$ cat src/rtl/wb_arb_pkg.sv
// =====================================================================
// wb_arb_pkg: shared types and constants for the two-master arbiter.
// Revision 1.0
// =====================================================================
`default_nettype none

package wb_arb_pkg;

  typedef enum logic [1:0] {
    IDLE  = 2'd0,
    BUSY  = 2'd1,
    ABORT = 2'd2
  } arb_state_t;

  localparam logic [1:0] GNT_NONE = 2'b00;
  localparam logic [1:0] GNT_M0   = 2'b01;
  localparam logic [1:0] GNT_M1   = 2'b10;

  localparam int WDOG_W = 8;

endpackage

`default_nettype wire

$ cat src/rtl/wb_rr_pick.sv
// =====================================================================
// wb_rr_pick: two-way round-robin pick; the master not granted last wins a tie.
// Revision 1.0
// =====================================================================
`default_nettype none

module wb_rr_pick
  import wb_arb_pkg::*;
(
  input  logic [1:0] req,
  input  logic       last_m1,
  output logic [1:0] win
);

  always_comb begin
    win = GNT_NONE;
    case (req)
      2'b01:   win = GNT_M0;
      2'b10:   win = GNT_M1;
      2'b11:   win = last_m1 ? GNT_M0 : GNT_M1;
      default: win = GNT_NONE;
    endcase
  end

endmodule

`default_nettype wire

$ cat src/rtl/wb_bus_arbiter.sv
// =====================================================================
// wb_bus_arbiter: two-master Wishbone arbiter with locked bursts.
// Optional slave watchdog compiled in with WB_ARB_TIMEOUT_EN. Revision 1.0
// =====================================================================
`default_nettype none

module wb_bus_arbiter
  import wb_arb_pkg::*;
#(
  parameter int TIMEOUT_CYCLES = 255
) (
  input  logic        wb_clk_i,
  input  logic        wb_rst_ni,
  input  logic [31:0] m0_adr_i,
  input  logic [31:0] m1_adr_i,
  input  logic [31:0] m0_dat_i,
  input  logic [31:0] m1_dat_i,
  output logic [31:0] m0_dat_o,
  output logic [31:0] m1_dat_o,
  input  logic        m0_we_i,
  input  logic        m1_we_i,
  input  logic [3:0]  m0_sel_i,
  input  logic [3:0]  m1_sel_i,
  input  logic        m0_stb_i,
  input  logic        m1_stb_i,
  input  logic        m0_cyc_i,
  input  logic        m1_cyc_i,
  output logic        m0_ack_o,
  output logic        m1_ack_o,
  output logic        m0_err_o,
  output logic        m1_err_o,
  output logic [31:0] s_adr_o,
  output logic [31:0] s_dat_o,
  input  logic [31:0] s_dat_i,
  output logic        s_we_o,
  output logic [3:0]  s_sel_o,
  output logic        s_stb_o,
  output logic        s_cyc_o,
  input  logic        s_ack_i,
  input  logic        s_err_i,
  output logic [1:0]  gnt_o
);

  arb_state_t state, state_nxt;
  logic [1:0] gnt, gnt_nxt;
  logic       last_m1, last_m1_nxt;
  logic [1:0] req, win;
  logic       busy, sel_m1, own_cyc, timeout;

  assign req     = {m1_cyc_i & m1_stb_i, m0_cyc_i & m0_stb_i};
  assign busy    = (state == BUSY);
  assign sel_m1  = gnt[1];
  assign own_cyc = sel_m1 ? m1_cyc_i : m0_cyc_i;
  assign gnt_o   = gnt;

  wb_rr_pick u_pick (
    .req     (req),
    .last_m1 (last_m1),
    .win     (win)
  );

  always_comb begin
    s_adr_o = '0;
    s_dat_o = '0;
    s_sel_o = '0;
    s_we_o  = 1'b0;
    s_stb_o = 1'b0;
    s_cyc_o = 1'b0;
    if (busy) begin
      if (sel_m1) begin
        s_adr_o = m1_adr_i;
        s_dat_o = m1_dat_i;
        s_sel_o = m1_sel_i;
        s_we_o  = m1_we_i;
        s_stb_o = m1_stb_i;
        s_cyc_o = m1_cyc_i;
      end else begin
        s_adr_o = m0_adr_i;
        s_dat_o = m0_dat_i;
        s_sel_o = m0_sel_i;
        s_we_o  = m0_we_i;
        s_stb_o = m0_stb_i;
        s_cyc_o = m0_cyc_i;
      end
    end
  end

`ifdef WB_ARB_TIMEOUT_EN
  localparam logic [WDOG_W-1:0] WDOG_LIMIT = WDOG_W'(TIMEOUT_CYCLES);
  logic [WDOG_W-1:0] wdog;

  // An ack/err arriving in the limit cycle wins over the timeout.
  assign timeout = busy & s_stb_o & ~s_ack_i & ~s_err_i & (wdog == WDOG_LIMIT);

  always_ff @(posedge wb_clk_i or negedge wb_rst_ni) begin
    if (!wb_rst_ni)
      wdog <= '0;
    else if ((state_nxt != BUSY) || s_ack_i || s_err_i)
      wdog <= '0;
    else if (s_stb_o)
      wdog <= wdog + 1'b1;
  end
`else
  assign timeout = 1'b0;
`endif

  always_comb begin
    state_nxt   = state;
    gnt_nxt     = gnt;
    last_m1_nxt = last_m1;
    case (state)
      IDLE: begin
        if (|req) begin
          state_nxt   = BUSY;
          gnt_nxt     = win;
          last_m1_nxt = win[1];
        end
      end
      BUSY: begin
        if (!own_cyc) begin
          state_nxt = IDLE;
          gnt_nxt   = GNT_NONE;
        end else if (timeout) begin
          state_nxt = ABORT;
        end
      end
      ABORT: begin
        if (!own_cyc) begin
          state_nxt = IDLE;
          gnt_nxt   = GNT_NONE;
        end
      end
      default: begin
        state_nxt = IDLE;
        gnt_nxt   = GNT_NONE;
      end
    endcase
  end

  always_ff @(posedge wb_clk_i or negedge wb_rst_ni) begin
    if (!wb_rst_ni) begin
      state   <= IDLE;
      gnt     <= GNT_NONE;
      last_m1 <= 1'b1;
    end else begin
      state   <= state_nxt;
      gnt     <= gnt_nxt;
      last_m1 <= last_m1_nxt;
    end
  end

  // Slave responses reach only the granted master, and only while the slave is live.
  assign m0_ack_o = busy & ~sel_m1 & s_ack_i;
  assign m1_ack_o = busy &  sel_m1 & s_ack_i;
  assign m0_err_o = busy & ~sel_m1 & (s_err_i | timeout);
  assign m1_err_o = busy &  sel_m1 & (s_err_i | timeout);
  assign m0_dat_o = (busy & ~sel_m1) ? s_dat_i : '0;
  assign m1_dat_o = (busy &  sel_m1) ? s_dat_i : '0;

endmodule

`default_nettype wire

$ cat config.mk
export PLATFORM = sky130hd
export DESIGN_NAME = wb_bus_arbiter
export DESIGN_NICKNAME = d
export VERILOG_FILES = /design/src/rtl/wb_arb_pkg.sv /design/src/rtl/wb_rr_pick.sv /design/src/rtl/wb_bus_arbiter.sv
export SDC_FILE = /design/constraint.sdc
export NUM_CORES = 1
export LEC_CHECK = 0
export ABC_AREA = 1
export BUFFER_PORTS_ARGS = -buffer_cell sky130_fd_sc_hd__buf_2
export CORE_AREA = 4 4 121 123
export DETAILED_ROUTE_END_ITERATION = 8
export DIE_AREA = 0 0 125 127
export PLACE_DENSITY = 0.43
export SETUP_SLACK_MARGIN = 0.3
export SYNTH_ARGS = -nofsm -noshare
export SYNTH_HDL_FRONTEND = slang
export SYNTH_SLANG_ARGS = --single-unit
$ cat constraint.sdc
create_clock -name wb_clk_i -period 2.65 [get_ports wb_clk_i]
set_input_delay 0.1325 -clock wb_clk_i [delete_from_list [all_inputs] [get_ports wb_clk_i]]
set_output_delay 0.1325 -clock wb_clk_i [all_outputs]
set_load 0.01 [all_outputs]
# Word-level counts from Yosys, hierarchy flattened
# Cells that the tools add are included.
[totals]
ff_bits = 5
inputBits = 178
out_inout_bits = 141
word_cells = 45
[classes]
n_eq_ne = 7
muxes = 21
bitwise = 9
n_reduce_logical = 5
[op_table]
columns = ["op", "n"]
rows = [
  ["$mux W32", 6],
  ["$and A1 B1 Y1", 8],
  ["$mux W2", 4],
  ["$mux W4", 2],
  ["$pmux W2 S2", 2],
  ["$eq A2 B2 Y1 const B", 3],
  ["$mux W1", 6],
  ["$pmux W2 S3", 1],
  ["$eq A2 B1 Y1 const B", 2],
  ["$ne A2 B2 Y1 const B", 2],
  ["$reduce_and A2 Y1", 2],
  ["$reduce_or A2 Y1", 2],
  ["$logic_not A2 Y1", 1],
  ["$not A1 Y1", 1],
]

# Depth between registers and ports, before layout
[logic_depth]
ltp_word = 5
depth_mapped = 5
mapped_depth_nobuf = 5

# Modules after synthesis
# A second synthesis with hierarchy kept.
[unflattened]
cells_unflattened = 375
hier_area_um2 = 1670.4
[by_module_without_submodules]
columns = ["module", "instances", "cells_each", "area_each_um2", "seq_area_each_um2"]
rows = [
  ["wb_bus_arbiter", 1, 370, 1649.1, 101.3],
  ["wb_rr_pick", 1, 5, 21.3, 0.0],
]

# Worst setup path before layout
# OpenSTA, ideal clock, no wires.
[synth_path]
kind = "register to output"
from = "register gnt[1] (netlist: gnt_o[1])"
to = "output port s_adr_o[10]"
arrival_time_ps = 1084
required_ps = 2518
slack_ps = 1434
path_stages_with_launch = 5
path_buffers = 1
cell_sequence = "dfrtp_1 inv_2 clkbuf_1 nand2_1 a21oi_1"
[synth_between]
elab_chain_cells = 2
[synth_lines]
columns = ["item", "line", "source"]
rows = [
  ["start, declared", "wb_bus_arbiter.sv:45", "logic [1:0] gnt, gnt_nxt;"],
  ["start signal, assigned", "wb_bus_arbiter.sv:147", "gnt <= gnt_nxt;"],
  ["$mux W32", "wb_bus_arbiter.sv:70", "if (sel_m1) begin"],
  ["$mux W32", "wb_bus_arbiter.sv:69", "if (busy) begin"],
  ["end, declared", "wb_bus_arbiter.sv:32", "output logic [31:0] s_adr_o,"],
]
# No other way between the ends.

# Final worst setup path
[layout_path]
from = "register gnt[1] (netlist: gnt_o[1])"
to = "output port s_cyc_o"
[layout_between]
elab_chain_cells = 2
[layout_lines]
columns = ["item", "line", "source"]
rows = [
  ["$mux W1", "wb_bus_arbiter.sv:70", ""],
  ["$mux W1", "wb_bus_arbiter.sv:69", ""],
  ["end, declared", "wb_bus_arbiter.sv:38", "output logic s_cyc_o,"],
]
# No other way between the ends.

==> results by group <==
Critical path
  – Nature of the critical path endpoint: output pin
  – Arr. time, crit path: 1.62 ns
  – Crit path required time: 2.52 ns
  – CP Launch Type: flip-flop
  – CP max FO: 71
  – Crit Path Class: reg -> out

Floorplan
  – DIE AREA: 15900 sq um
  – # IOs: 319
  – Core Footprint: 13700 sq um
  – Die span in y: 127 microns
  – Die width: 125 microns
  – Num rows: 43
  – Starting Density: 0.123

Clock tree
  – CTS tree: yes
  – Cts repair resizes: 0
  – TritonCTS Buffers: 3
  – Clock Tree Buf Depth: 2
  – Clk slew on worst S/H paths: 0.04 ns
  – CTS H-tree depth: 1
  – Worst-Skew Late Latency: 0.23 ns
  – Clock sinks: 4
  – Clk root buf: clkbuf_16

Timing
  – Fmax: 571 MHz
  – TNS Setup: 0 ns
  – Rel. slew slack: 0.765
  – Period utilisation layout: 0.661
  – RSZ-0062 raised after global routing: no
  – Final Hold Violating Endpoints: 0
  – Final Setup Violations: 0
  – Slew @ Worst Pin: 0.352 ns
  – Clock Skews: 0.00663 ns
  – Final max-slew violation count: 0
  – Post-route minimum period: 1.75 ns

Yosys
  – Ys async rst share: 1.00
  – Synth top area share: 0.341
  – Simple-gate share of the synthesized area: 0.512
  – Cell variety after synth: 17
  – Register area share after synthesis: 0.0601
  – Yosys reg bits: 4
  – Post-Synthesis Net Count: 548
  – Compound-Gate Fraction of Synth Area: 0.236
  – Synth Area per Inst: 4.56 sq um
  – Leading post-synthesis cells by instance count: nand2_1, nor2_1, a21oi_1
  – Synth Area in Adders: 0
  – Most common cell in the synthesized netlist: nand2_1
  – Synth Cell Area: 1690 sq um
  – Mapped Cells: 370
  – Largest family of logic cells by synthesized area: simple AND/OR/NAND/NOR gates
  – Post-synth EDFFs: 0
  – Mux cell area share after synthesis: 0
  – Synth top area cells: nand2_1, a21oi_1, nor2_1
  – Ys flop type: dfrtp_1
  – Synth Area in XOR/XNOR: 0
  – Warnings, synthesis: 0
  – Largest area contributor in the netlist: nand2_1

Detailed routing
  – DR iter-0 viols: 116
  – First drt pass iteration count: 4
  – Via-to-Cell Ratio: 3.86
  – Wire length per cell: 12.0 microns
  – Final ANT Viol Nets: 0
  – DRC violation count after routing: 0
  – Final Routed Wirelength: 10200 microns
  – Total number of vias: 3281

Cells and area
  – Area grow syn2layout: 106%
  – Multi-input gate area: 1260 sq um
  – Share of post-route cells with drive strength above 1: 0.507
  – Nets: 848
  – Final Util: 0.255
  – Storage element area: 103 sq um
  – Fillers: 1612

Global routing
  – Met1 Track Usage GR: 0.128
  – Pin count of the biggest net entering global routing: 72
  – Initial antenna violation count: 0
  – Most Crowded Layer GR: met2
  – GRT Total Usage: 0.113
  – Gr ovfl total: 0
  – GR met2 Demand/Resource: 0.216
  – Vias in the first global route: 3100
  – Global routing met3 resource utilization: 0.0263
  – First-pass GRT wire length: 15100 microns

Power and ir drop
  – Max IR drop VDD: 0.294 mV
  – Leakage: 2.34 nW
  – Cell Pwr Density: 780 nW/um^2

Min path
  – Min-Delay Path Class: in -> async

Placement
  – PortBufs: 318
  – Post-DP HPWL: 8410 microns
  – Final GP Congestion: 0.806

Flow run
  – Max_cap viols: 0

Run status
  – Status: finished clean
## state kept, by name (all words and copies together) (netlist names)
signal and flops:
state 1, gnt_o 2, last_m1 1
## through the flow
stage / hold slack, ns / std cells / area (sq um) / setup slack (ns) / power (W)
after floorplan: -0.163 / 370 / 1690 / 1.43 / 0.00161
after global placement: -0.0477 / 844 / 3390 / 1.03 / 0.00256
after detailed placement: -0.0491 / 844 / 3390 / 1.05 / 0.00252
after CTS: 0.260 / 849 / 3480 / 0.800 / 0.00278
after global routing: 0.272 / 849 / 3480 / 0.744 / 0.00299
final: 0.256 / 850 / 3480 / 0.898 / 0.00272
## critical path: stages, from the launching register on
cell and delay, ns:
dfrtp_2 0.49, inv_2 0.11, buf_12 0.25, nand2_1 0.12, and2_1 0.17, nor2_1 0.10, buf_2 0.15
## repair_timing
item,CTS,global route
hold buffers,1,0
hold endpoints to repair,4,0
buffers inserted,0,0
## routing by layer
metal  part of all wire  wire length (microns)
met1               0.37                   3760
met4              0.010                    104
met3              0.099                   1010
met5                  0                      0
met2               0.52                   5360
## cell families (layout without fill, tap and decap cells)
kind of cell	count (synthesis)	count (layout)
buffers and inverters	65	364
AO/OA/AOI/OAI	73	73
other	0	1
flip-flops	4	4
AND/OR/NAND/NOR	228	228
## cells in the final DEF, fill, tap and decap left out, drive strengths merged
master       instances
dfstp                1
nand3                2
o21ai                1
dfrtp                3
o21a                 1
nor2                71
diode                1
nand2              154
inv                 36
a21oi               71
clkbuf               4
buf                323
and2                 1
dlygate4sd3          1
## layout make-up
cell class                      count  share of cell area
Multi-Input combinational cell    301               0.362
Antenna cell                        1            0.000719
Clock buffer                        4              0.0226
Sequential cell                     4              0.0295
Tap cell                          180              0.0647
Inverter                           36              0.0388
Timing Repair Buffer              324               0.481
## power by group
group	internal (W)	total, W	switching (W)	leakage, nW
Combinational	0.000860	0.00233	0.00146	2.26
Clock	0.000199	0.000249	0.0000497	0.0382
Sequential	0.0000965	0.000142	0.0000453	0.0465
## final timing paths
check	start	endpoint	slack, ns	cells after the start
min in group wb_clk_i	m1_cyc_i	gnt_o[1]	0.26	4
worst max register to register	state[0]	gnt_o[1]	1.24	5
worst max-delay path	gnt_o[1]	s_cyc_o	0.90	6
max in group asynchronous	wb_rst_ni	last_m1	2.17	2
worst min register to register	last_m1	last_m1	0.46	2
worst min-delay path	wb_rst_ni	gnt_o[0]	0.26	2
No activity file was read; power rests on OpenSTA's default activity.
